--- src/rtl/counter_game_driver.sv ---
// -----------------------------------------------------------------------------
// counter_game_driver
//
// Game master / self-test sequencer for the counter game block. It sits on the
// far side of the counter interface: it drives the counter's mode, load strobe
// and load value, watches the counter's WINNER/LOSER/GAMEOVER/WHO outputs, and
// on a start pulse walks a fixed 12-round sweep (ctrl 0..3 x loadValue
// {0, 1, all-ones}), emitting one record per finished round.
//
// Ports
//   clk, rst_l          clock (rising edge), asynchronous active-low reset
//   start               launch a sweep (only looked at while idle)
//   abort               stop the sweep; back to idle on the next cycle
//   ctrl, INIT,
//   loadValue           counter mode, load strobe, load value
//   LOSER, WINNER,
//   WHO, GAMEOVER       counter outputs consumed by the sequencer
//   busy                sweep in progress
//   done                one-cycle pulse at the end of a sweep or after abort
//   rec_valid           one-cycle pulse per finished round
//   rec_round           round index 0..11 (ctrl*3 + loadValue selector)
//   rec_who             WHO captured at GAMEOVER, 0 when the round timed out
//   rec_timeout         round ended because GAMEOVER never came
//   rec_wins,
//   rec_losses          saturating WINNER / LOSER pulse counts for the round
//
// Every output comes straight from a flop.
// -----------------------------------------------------------------------------
module counter_game_driver #(
    parameter int COUNTER_SIZE  = 4,
    parameter int ROUND_TIMEOUT = 1024,
    parameter int TALLY_WIDTH   = 8
) (
    input  logic                    clk,
    input  logic                    rst_l,
    input  logic                    start,
    input  logic                    abort,
    output logic [1:0]              ctrl,
    output logic                    INIT,
    output logic [COUNTER_SIZE-1:0] loadValue,
    input  logic                    LOSER,
    input  logic                    WINNER,
    input  logic [1:0]              WHO,
    input  logic                    GAMEOVER,
    output logic                    busy,
    output logic                    done,
    output logic                    rec_valid,
    output logic [3:0]              rec_round,
    output logic [1:0]              rec_who,
    output logic                    rec_timeout,
    output logic [TALLY_WIDTH-1:0]  rec_wins,
    output logic [TALLY_WIDTH-1:0]  rec_losses
);

    localparam int TIMER_W = ($clog2(ROUND_TIMEOUT) > 0) ? $clog2(ROUND_TIMEOUT) : 1;
    // Value of the RUN-cycle timer on the last RUN cycle a round is allowed.
    localparam logic [TIMER_W-1:0] TIMER_LAST = TIMER_W'(ROUND_TIMEOUT - 1);
    localparam logic [3:0]         LAST_ROUND = 4'd11;

    typedef enum logic [2:0] {
        S_IDLE,
        S_LOAD,
        S_RUN,
        S_RECORD,
        S_FINISH
    } state_e;

    // Counter mode for a round: round / 3.
    function automatic logic [1:0] round_ctrl(input logic [3:0] r);
        logic [1:0] c;
        if (r < 4'd3)      c = 2'd0;
        else if (r < 4'd6) c = 2'd1;
        else if (r < 4'd9) c = 2'd2;
        else               c = 2'd3;
        return c;
    endfunction

    // Load value for a round: 0, 1 or all-ones for round % 3 = 0, 1, 2.
    function automatic logic [COUNTER_SIZE-1:0] round_lv(input logic [3:0] r);
        logic [COUNTER_SIZE-1:0] v;
        case (r)
            4'd0, 4'd3, 4'd6, 4'd9:  v = '0;
            4'd1, 4'd4, 4'd7, 4'd10: v = COUNTER_SIZE'(1);
            default:                 v = '1;
        endcase
        return v;
    endfunction

    function automatic logic [TALLY_WIDTH-1:0] sat_inc(input logic [TALLY_WIDTH-1:0] v,
                                                       input logic                   en);
        return (en && (v != '1)) ? v + 1'b1 : v;
    endfunction

    state_e                  state_q, state_d;
    logic [3:0]              round_q, round_d;
    logic                    load_second_q, load_second_d;
    logic [TIMER_W-1:0]      timer_q, timer_d;
    logic [TALLY_WIDTH-1:0]  wins_q, wins_d;
    logic [TALLY_WIDTH-1:0]  losses_q, losses_d;

    logic [1:0]              ctrl_q, ctrl_d;
    logic                    init_q, init_d;
    logic [COUNTER_SIZE-1:0] lv_q, lv_d;
    logic                    busy_q, busy_d;
    logic                    done_q, done_d;
    logic                    rec_valid_q, rec_valid_d;
    logic [3:0]              rec_round_q, rec_round_d;
    logic [1:0]              rec_who_q, rec_who_d;
    logic                    rec_timeout_q, rec_timeout_d;
    logic [TALLY_WIDTH-1:0]  rec_wins_q, rec_wins_d;
    logic [TALLY_WIDTH-1:0]  rec_losses_q, rec_losses_d;

    logic [3:0] round_inc;
    logic       timeout_hit;

    assign round_inc   = round_q + 4'd1;
    assign timeout_hit = (timer_q == TIMER_LAST);

    always_comb begin
        // NOTE: every _d gets its default first, so no path through the case can infer a latch.
        state_d       = state_q;
        round_d       = round_q;
        load_second_d = 1'b0;
        timer_d       = timer_q;
        wins_d        = wins_q;
        losses_d      = losses_q;
        ctrl_d        = ctrl_q;
        init_d        = 1'b0;
        lv_d          = lv_q;
        busy_d        = busy_q;
        done_d        = 1'b0;
        rec_valid_d   = 1'b0;
        rec_round_d   = rec_round_q;
        rec_who_d     = rec_who_q;
        rec_timeout_d = rec_timeout_q;
        rec_wins_d    = rec_wins_q;
        rec_losses_d  = rec_losses_q;

        case (state_q)
            S_IDLE: begin
                if (start) begin
                    state_d  = S_LOAD;
                    round_d  = 4'd0;
                    init_d   = 1'b1;
                    ctrl_d   = round_ctrl(4'd0);
                    lv_d     = round_lv(4'd0);
                    busy_d   = 1'b1;
                    wins_d   = '0;
                    losses_d = '0;
                end
            end

            // Two INIT cycles; load_second_q marks the second one. Counter
            // outputs are not looked at here.
            S_LOAD: begin
                if (!load_second_q) begin
                    init_d        = 1'b1;
                    load_second_d = 1'b1;
                end else begin
                    state_d = S_RUN;
                    timer_d = '0;
                end
            end

            S_RUN: begin
                wins_d   = sat_inc(wins_q, WINNER);
                losses_d = sat_inc(losses_q, LOSER);
                // GAMEOVER on the last allowed cycle still counts as a real finish.
                if (GAMEOVER || timeout_hit) begin
                    state_d       = S_RECORD;
                    rec_valid_d   = 1'b1;
                    rec_round_d   = round_q;
                    rec_who_d     = GAMEOVER ? WHO : 2'b00;
                    rec_timeout_d = !GAMEOVER;
                    rec_wins_d    = wins_d;
                    rec_losses_d  = losses_d;
                end else begin
                    timer_d = timer_q + 1'b1;
                end
            end

            S_RECORD: begin
                if (round_q != LAST_ROUND) begin
                    state_d  = S_LOAD;
                    round_d  = round_inc;
                    init_d   = 1'b1;
                    ctrl_d   = round_ctrl(round_inc);
                    lv_d     = round_lv(round_inc);
                    wins_d   = '0;
                    losses_d = '0;
                end else begin
                    state_d = S_FINISH;
                    done_d  = 1'b1;
                end
            end

            S_FINISH: begin
                state_d = S_IDLE;
                busy_d  = 1'b0;
                ctrl_d  = 2'd0;
                lv_d    = '0;
            end

            default: state_d = S_IDLE;
        endcase

        // Abort overrides everything decided above; the last record is kept.
        if (abort && (state_q != S_IDLE)) begin
            state_d       = S_IDLE;
            init_d        = 1'b0;
            ctrl_d        = 2'd0;
            lv_d          = '0;
            busy_d        = 1'b0;
            done_d        = 1'b1;
            rec_valid_d   = 1'b0;
            rec_round_d   = rec_round_q;
            rec_who_d     = rec_who_q;
            rec_timeout_d = rec_timeout_q;
            rec_wins_d    = rec_wins_q;
            rec_losses_d  = rec_losses_q;
        end
    end

    // NOTE: sequential state uses non-blocking assignments so every flop samples pre-edge values.
    always_ff @(posedge clk or negedge rst_l) begin
        if (!rst_l) begin
            state_q       <= S_IDLE;
            round_q       <= 4'd0;
            load_second_q <= 1'b0;
            timer_q       <= '0;
            wins_q        <= '0;
            losses_q      <= '0;
            ctrl_q        <= 2'd0;
            init_q        <= 1'b0;
            lv_q          <= '0;
            busy_q        <= 1'b0;
            done_q        <= 1'b0;
            rec_valid_q   <= 1'b0;
            rec_round_q   <= 4'd0;
            rec_who_q     <= 2'b00;
            rec_timeout_q <= 1'b0;
            rec_wins_q    <= '0;
            rec_losses_q  <= '0;
        end else begin
            state_q       <= state_d;
            round_q       <= round_d;
            load_second_q <= load_second_d;
            timer_q       <= timer_d;
            wins_q        <= wins_d;
            losses_q      <= losses_d;
            ctrl_q        <= ctrl_d;
            init_q        <= init_d;
            lv_q          <= lv_d;
            busy_q        <= busy_d;
            done_q        <= done_d;
            rec_valid_q   <= rec_valid_d;
            rec_round_q   <= rec_round_d;
            rec_who_q     <= rec_who_d;
            rec_timeout_q <= rec_timeout_d;
            rec_wins_q    <= rec_wins_d;
            rec_losses_q  <= rec_losses_d;
        end
    end

    assign ctrl        = ctrl_q;
    assign INIT        = init_q;
    assign loadValue   = lv_q;
    assign busy        = busy_q;
    assign done        = done_q;
    assign rec_valid   = rec_valid_q;
    assign rec_round   = rec_round_q;
    assign rec_who     = rec_who_q;
    assign rec_timeout = rec_timeout_q;
    assign rec_wins    = rec_wins_q;
    assign rec_losses  = rec_losses_q;

endmodule

--- config.mk ---
export PLATFORM = sky130hd
export DESIGN_NAME = counter_game_driver
export DESIGN_NICKNAME = d
export VERILOG_FILES = /design/src/rtl/counter_game_driver.sv
export SDC_FILE = /design/constraint.sdc
export NUM_CORES = 1
export LEC_CHECK = 0
export ABC_AREA = 1
export CAP_MARGIN = 20
export CORE_ASPECT_RATIO = 2
export CORE_MARGIN = 2
export CORE_UTILIZATION = 30
export DETAILED_ROUTE_END_ITERATION = 7
export RECOVER_POWER = 25
export SETUP_SLACK_MARGIN = 0.4
export SYNTH_ARGS = -nofsm -noshare
export SYNTH_HDL_FRONTEND = slang
export SYNTH_SLANG_ARGS = --single-unit
--- constraint.sdc ---
create_clock -name clk -period 1.5 [get_ports clk]
set_input_delay 0.225 -clock clk [delete_from_list [all_inputs] [get_ports clk]]
set_output_delay 0.225 -clock clk [all_outputs]
set_load 0.005 [all_outputs]
# --- Word level (Yosys, flattened, before mapping) ---
# Memory sizes are Yosys's and may differ from the RTL's.
# Cells that the tools add are included.
word_totals:
  register_bits: 67
  rom_bits: 64
  in_bits: 9
  output_inout_bits: 33
  elab_cells: 105
  mem_count: 1
mem_list:
  columns: ["memory", "words", "word_bits", "rd", "rd_ports_with_merged_regs", "write_ports", "line", "text"]
  rows:
  - ["(no name shown)", 16, 4, 1, 0, 0, "81", "case (r)"]
op_classes:
  addsub: 4
  magnitude_cmp: 3
  n_eq_ne: 16
  mux: 44
  bitwise_logic: 1
  reduce_logical: 19
op_table:
  columns: ["op", "count"]
  rows:
  - ["$pmux 8 s3", 2]
  - ["$mux 8", 4]
  - ["$mux 10", 2]
  - ["$pmux 10 s2", 1]
  - ["$reduce_and 3->1", 6]
  - ["$add 8x1->8 const B", 2]
  - ["$mux 4", 4]
  - ["$ne 8x8->1 const B", 2]
  - ["$mux 3", 5]
  - ["$mux 1", 14]
  - ["$mux 2", 6]
  - ["$ne 3x3->1 const B", 4]
  - ["$pmux 3 s4", 1]
  - ["$pmux 4 s3", 1]
  - ["$add 10x1->10 const B", 1]
  - ["$eq 10x10->1 const B", 1]
  - ["$reduce_bool 3->1", 3]
  - ["$ne 2x2->1 const B", 4]
  - ["$pmux 4 s2", 1]
  - ["$eq 3x2->1 const B", 2]
  - ["$pmux 2 s3", 1]
  - ["$add 4x1->4 const B", 1]
  - ["$lt 4x2->1 const B", 1]
  - ["$lt 4x3->1 const B", 1]
  - ["14 further kinds", 17]

# --- Longest topological paths before layout ---
# Gate-level depths: netlist of the first run.
depth:
  ltp_word: 8
  mapped_depth: 10
  mapped_depth_nobuf: 10

# --- Worst setup path before layout of the first run ---
# Ideal clock, no wire load.
synth_path:
  kind: "reg2reg"
  from: "register round_q[0]"
  to: "register lv_q[0] (netlist: loadValue[0])"
  setup_time_ns: 0.118
  t_arrival_ns: 1.437
  required_time_ns: 1.382
  path_slack_ns: -0.055
  stages_incl_launch_ff: 9
  path_buffers: 0
  period_less_slack_ns: 1.555
  path_cell_list: "dfrtp_1 ha_1 or2_2 nand2_1 nand2_1 o21ai_1 nand2_1 nand3_1 nand2_1"
synth_between:
  elab_chain_cells: 5
  elab_cells_between_ends: 8
  classes_between: "add/sub: 1; eq/ne: 2; mux: 3; reduce/logical: 1; memory: 1"
synth_rtl:
  columns: ["element", "line", "text"]
  rows:
  - ["start: declaration", "95", "logic [3:0] round_q, round_d;"]
  - ["start signal: assignment", "246", "round_q <= round_d;"]
  - ["$add 4x1->4", "116", "assign round_inc = round_q + 4'd1;"]
  - ["$mem_v2 16x4", null, null]
  - ["$mux 4", "183", "if (round_q != LAST_ROUND) begin"]
  - ["$pmux 4 s3", "139", "case (state_q)"]
  - ["$mux 4", "208", "if (abort && (state_q != S_IDLE)) begin"]
  - ["end signal: assignment", "253", "lv_q <= lv_d;"]
  - ["end: declaration", "103", "logic [COUNTER_SIZE-1:0] lv_q, lv_d;"]
# Several ways; a longest one is shown, not always the timed one. The select of a mux whose other input is x is not followed.
# A chain may end at the register's enable or synchronous reset.

# --- Worst setup path in the final report of the first run ---
layout_path:
  from: "register timer_q[0]"
  to: "register rec_losses_q[7] (netlist: rec_losses[7])"
layout_between:
  elab_chain_cells: 3
layout_rtl:
  columns: ["element", "line", "text"]
  rows:
  - ["start: declaration", "97", "logic [TIMER_W-1:0] timer_q, timer_d;"]
  - ["start signal: assignment", "248", "timer_q <= timer_d;"]
  - ["$eq 10x10->1", "117", "assign timeout_hit = (timer_q == TIMER_LAST);"]
  - ["$logic_or 1x1->1", "169", "if (GAMEOVER || timeout_hit) begin"]
  - ["$reduce_and 3->1 (no source line)", null, null]
  - ["end signal: assignment", "261", "rec_losses_q <= rec_losses_d;"]
  - ["end: declaration", "111", "logic [TALLY_WIDTH-1:0] rec_losses_q, rec_losses_d;"]
# Every way passes these cells.

==> results.md, run 1 <==
* Status: complete, no violations
* Total CTS buffers at 9
* First-pass GRT wire length at 14.9 mm
* Final Hold Viols at 0
* Fillers at approximately 1,100
* Crit-path max FO at 14
* DRC Markers at 0
* Max IR drop VDD at 0.957 mV
* TritonCTS Sinks at 65
* Final worst setup slack at around 35 ps
* Row count at 56
* R2R Path Start: timer_q[0]
* Post-route insts no fill at approximately 710
* WL final at 9.40 mm
* Die Wd at 81.4 µm
* Mapped Area at 3590 µm²
* Post-DP HPWL at 6.15 mm
* Multi-input gate area at 2250 µm²
* CTS tree: built
* Delay-heaviest family, CP: simple AND/OR/NAND/NOR gates
* Initial drt markers at ~150
* Count of final setup violators at 0
* Syn_area_per_cell at between 8 and 9 µm²
* Synth top area cells: dfrtp_1 45%, nand2_1 15%, inv_1 4.8%
* Gpl congestion at 0.852
* Clock Latency Late Sink at roughly 330 ps
* Vias in the first global route at 3,287
* Max Slew Vio Count at 0
* Synth warn at 0
* DR WL/cell at 13.3 µm
* Worst R2R End: rec_losses[7]
* Die Ht at 159 µm
* Worst EP arrival at approximately 1700 ps
* Sequential area share after synthesis at 45.3%
* Initial antenna violation count at 0
* R2r worst-path depth at 9
* Fmax at 0.683 GHz
* DR vias at 3,328
* Worst Path Required at ~1700 ps
* Die ar. at 12,900 µm²
* Buf/Inv on CP at 1
* RSZ-0062 raised after global routing: yes
* MaxCap Viol Count at 0
* All-Layer GR Usage at approximately 15%
* Tmin final at 1470 ps
* Area grow syn2layout at 52.4%
* Clock slew seen by the registers of the worst setup and hold paths at 50 ps
* HP Class: in2async
* CP Cell Sequence: ha_4, nand2_4, nor2_4, nand3_4, nand2_4, nand3_4, clkbuf_16, nand2_1, o21ai_1
* Pin count of the biggest net entering global routing at 57
* Vias per std cell at 4.71
* Syn nets at 461
* Setup CP Type: reg2reg
* Top cell type's share of synthesized area at 45.3%
* Register area at 1640 µm²
* Reg2reg setup slack at about 35 ps
* Placed inst area at 4410 µm²
* CP endpoint kind: flop
* CP startpoint: timer_q[0]
* Placed cells at roughly 640
* Critical Path Max Stage Delay at 400 ps
* IO Port Bufs at 41
* Root Driver: clkbuf_16
* Clk buf depth at 2
* Synthesized flop and latch total at 65
* Worst slew margin at 58.2%
* Distinct cells, synth at 32
* CTS HTree Levels at 3
* Drt pass-1 iters at 4
* Worst-margin pin slew at between 600 and 700 ps
* Syn Inst Count at 444
* Crit share post-route at 97.7%
* Initial Util at 30.7%
* Crit-path slowest cell: dfrtp_1
* Top Ports at 42
* Nets at 574
* Leak at 2.57 nW
* Largest area contributor in the netlist: dfrtp_1
* Post-route ant nets at 0
* N_diodes at 0
* Final TNS setup at 0 ps
* Startpoint Class: flop
* Cell area power density at approximately 1600 nW/µm²
* Share of layout cells above drive strength 1 at 50.3%
* Clk_skew at 7.94 ps
* Worst slack at placement at around 8.4 ps
* Post-route cell area at 5470 µm²
* CORE AREA at 11,700 µm²
* GR Overflow Total at 0
[state kept, by name, indices dropped and copies added, names as in the netlist, 3 cells and up]
register / count
timer_q: 10
round_q: 4
losses_q: 8
rec_round: 4
state_q: 3
rec_losses: 8
rec_wins: 8
wins_q: 8
[metal layers]
layer / GRT usage (%) / share of wire [%] / vias to the layer above
li1: - / - / 1644
met1: 15.8 / 37 / 1600
met2: 26.1 / 57 / 67
met3: 3.07 / 3.0 / 17
met4: 7.47 / 2.7 / 0
met5: 0 / 0 / -
[repair_timing]
action                     4_1_cts  5_1_grt
gates resized for setup        193      102
pin swaps                       18       34
cloned                           1        2
hold buffers                     1        0
setup endpoints to repair       96       67
buffers inserted                35        8
hold endpoints to repair         9        0
[synth_stat cells (all sizes together)]
cell type and instances:
or2 3, o22ai 3, ha 8, nand2 154, nor2 22, buf 11, o21ai 65, dfrtp 65
inv 54, clkbuf 1, nand3 32, o21bai 2, nand3b 3, nor3 1, nand4 10, a21oi 1
xnor2 3, xor2 6
[power by group]
group / switching, mW / internal, mW / total, mW
clock: 0.693 / 1.20 / 1.89
combinational: 2.19 / 1.85 / 4.05
sequential: 0.393 / 2.23 / 2.63
total: 3.28 / 5.28 / 8.56
[logic make-up (layout without fill, tap and decap cells)]
kind of cell / count (synthesis) / count (layout) / synth area share, %
AO/OA/AOI/OAI: 71 / 71 / 12.1
adder cells (fa/ha/maj): 8 / 8 / 2.79
buffers and inverters: 66 / 182 / 8.61
AND/OR/NAND/NOR: 225 / 226 / 28.8
XOR/XNOR: 9 / 9 / 2.40
flip-flops: 65 / 65 / 45.3
[worst max path at each step]
stage / to / slack [ps] / cells past startpoint
2_1_floorplan: rec_round[1] / 80 / 9
3_3_place_gp: rec_losses[0] / 20 / 8
3_5_place_dp: rec_round[1] / 8 / 7
4_1_cts: rec_wins[1] / 40 / 10
5_1_grt: rec_losses[0] / -40 / 9
6_report: rec_losses[7] / 30 / 9
[cell type report]
type	count	area share, %
Sequential cell	65	29.9
Inverter	54	3.79
Multi-Input combinational cell	314	41.1
Timing Repair inverter	1	0.137
Clock buffer	15	4.89
Timing Repair Buffer	112	16.9
Tap cell	145	3.31
[per-stage QoR]
| step | total power, mW | utilization (%) | hold WS [ps] |
|---|---|---|---|
| 6_report | 8.56 | 46.8 | 432 |
| 2_1_floorplan | 4.36 | - | -70.6 |
| 5_1_grt | 9.11 | 46.8 | 476 |
| 3_3_place_gp | 5.48 | 37.6 | 107 |
| 4_1_cts | 7.89 | 43.1 | 304 |
| 3_5_place_dp | 5.55 | 37.6 | 112 |
[placed cells by master, fill, tap and decap left out, drive strengths merged]
| cell | synthesis | layout |
|---|---|---|
| nand2 | 154 | 155 |
| buf | 11 | 102 |
| dfrtp | 65 | 65 |
| o21ai | 65 | 65 |
| inv | 54 | 54 |
| nand3 | 32 | 32 |
| nor2 | 22 | 22 |
| clkbuf | 1 | 17 |
| nand4 | 10 | 10 |
| ha | 8 | 8 |
| clkdlybuf4s50 | 0 | 7 |
| xor2 | 6 | 6 |
| nand3b | 3 | 3 |
| xnor2 | 3 | 3 |
| or2 | 3 | 3 |
| o22ai | 3 | 3 |
| o21bai | 2 | 2 |
| nor3 | 1 | 1 |
| a21oi | 1 | 1 |
| clkinvlp | 0 | 1 |
| dlygate4sd3 | 0 | 1 |
Note: power is estimated with default switching activity, not from simulation.
==> inputs of run 2 (changes only) <==
- SKIP_LAST_GASP: unset -> 1
==> results.md, run 2 (synthesis results as in run 1) <==
* Initial antenna violation count at 0
* Gpl congestion at ~0.85
* Worst slew margin at between 50% and 60%
* Root Driver: clkbuf_16
* Overall power at 8.43 mW
* Pin count of the biggest net entering global routing at 57
* Post-route ant nets at 0
* DRC Markers at 0
* Largest register FFs at 10
* Initial drt markers at 123
* DR vias at 3,305
* Die ar. at around 13,000 µm²
* CP startpoint: round_q[0]
* Post-DP HPWL at 6.15 mm
* Worst Path Required at 1710 ps
* Final Util at 46.2%
* Buf/Inv on CP at 2
* Share of layout cells above drive strength 1 at approximately 46%
* Total CTS buffers at 9
* Leak at 2.56 nW
* Vias in the first global route at around 3,300
* Vias per std cell at 4.68
* Final worst setup slack at 43.6 ps
* Min Hold Slack at approximately 430 ps
* WL met1 at 3.51 mm
* TritonCTS Sinks at 65
* Clk_skew at 7.05 ps
* Clk buf depth at 2
* R2R Path Start: round_q[0]
* Row count at 56
* Most flops, register: timer_q
* CORE AREA at 11,700 µm²
* Clock Latency Late Sink at 330 ps
* Commonest non-fill, non-tap cell in the layout: nand2_1
* Die Ht at 159 µm
* RSZ-0062 raised after global routing: yes
* Fmax at 0.687 GHz
* Clock slew seen by the registers of the worst setup and hold paths at 50 ps
* Nets at approximately 570
* Worst EP arrival at approximately 1700 ps
* WL met2 at 5.24 mm
* CTS HTree Levels at 3
* Top Ports at 42
* CTS tree: built
* Count of final setup violators at 0
* All-Layer GR Usage at 14.7%
* MaxCap Viol Count at 0
* Tmin final at 1460 ps
* Crit-path slowest cell: dfrtp_2
* Setup CP Type: reg2reg
* Die Wd at between 80 and 90 µm
* First-pass GRT wire length at 14.9 mm
* Critical Path Max Stage Delay at 440 ps
* Area grow syn2layout at 50.5%
* Delay-heaviest family, CP: flip-flops
* CP Cell Sequence: buf_6, buf_6, nand3_4, xor2_4, nand3b_1, nand2_1, o21ai_1
* GR Overflow Total at 0
* Final TNS setup at 0 ps
* Initial Util at 30.7%
* IO Port Bufs at 41
* Worst slack at placement at 8.43 ps
* Startpoint Class: flop
* WL final at 9.35 mm
* CP endpoint kind: flop
* Cell area power density at 1560 nW/µm²
* Top sig layer: met4
* N_diodes at 0
* Status: complete, no violations
* Met3 WL at 305 µm
* Crit-path most repeated cell: buf_6
* Crit share post-route at 97.1%
* Max Slew Vio Count at 0
* Crit-path max FO at 4
* DR WL/cell at 13.2 µm
* Worst-margin pin slew at 626 ps
* Commonest non-fill, non-tap cells in the layout: 112 x nand2_1, 59 x dfrtp_1, 48 x buf_4
* Max IR drop VDD at approximately 0.96 mV
* Drt pass-1 iters at 5
* HP Class: in2async
* Final Hold Viols at 0
## run 2: cell counts in the layout (fill, tap and decap cells not counted)
Identical to the previous run, type by type.
## run 2: final timing paths
check,slack [ps],to,depth (start not counted)
min,430,rec_losses[4],2
min in group clk,450,load_second_q,1
max in group asynchronous,320,round_q[1],3
max,40,ctrl[1],7
min reg2reg,450,load_second_q,1
max reg2reg,40,ctrl[1],7
## run 2: worst register-to-register path, cell delays in order (launching register included)
cell	delay, ps
dfrtp_2	440
buf_6	130
buf_6	110
nand3_4	130
xor2_4	220
nand3b_1	130
nand2_1	110
o21ai_1	70
## run 2: layout make-up
| class | count | area (µm²) |
|---|---|---|
| Tap cell | 145 | 181 |
| Timing Repair inverter | 1 | 7.51 |
| Fill cell | 1072 | 6300 |
| Clock buffer | 15 | 268 |
| Inverter | 54 | 208 |
| Multi-Input combinational cell | 314 | 2180 |
| Timing Repair Buffer | 112 | 921 |
| Sequential cell | 65 | 1630 |
## run 2: repair_timing
| item | in CTS | in global routing |
|---|---|---|
| buffers inserted | 35 | 8 |
| hold buffers | 1 | 0 |
| endpoints found under the hold margin | 9 | 0 |
| gates cloned | 1 | 2 |
| endpoints found under the setup margin | 96 | 67 |
| pin swaps | 18 | 29 |
| resized for setup | 193 | 74 |
## run 2: metrics by stage
stage               cells  instance area, µm²
detailed placement    644                4410
floorplan             444                3690
CTS                   696                5040
finish                706                5400
global route          706                5400
global placement      644                4410
## run 2: where the power goes
part | switching [mW] | internal (mW) | leakage, nW
Sequential | 0.372 | 2.23 | 0.868
Clock | 0.692 | 1.20 | 0.130
Combinational | 2.14 | 1.80 | 1.56
Total | 3.20 | 5.23 | 2.56
## run 2: routing by layer
metal	GRT usage [%]	vias up
met5	0	-
met4	7.47	0
met3	3.07	20
met2	26.1	69
met1	15.8	1571
li1	-	1645
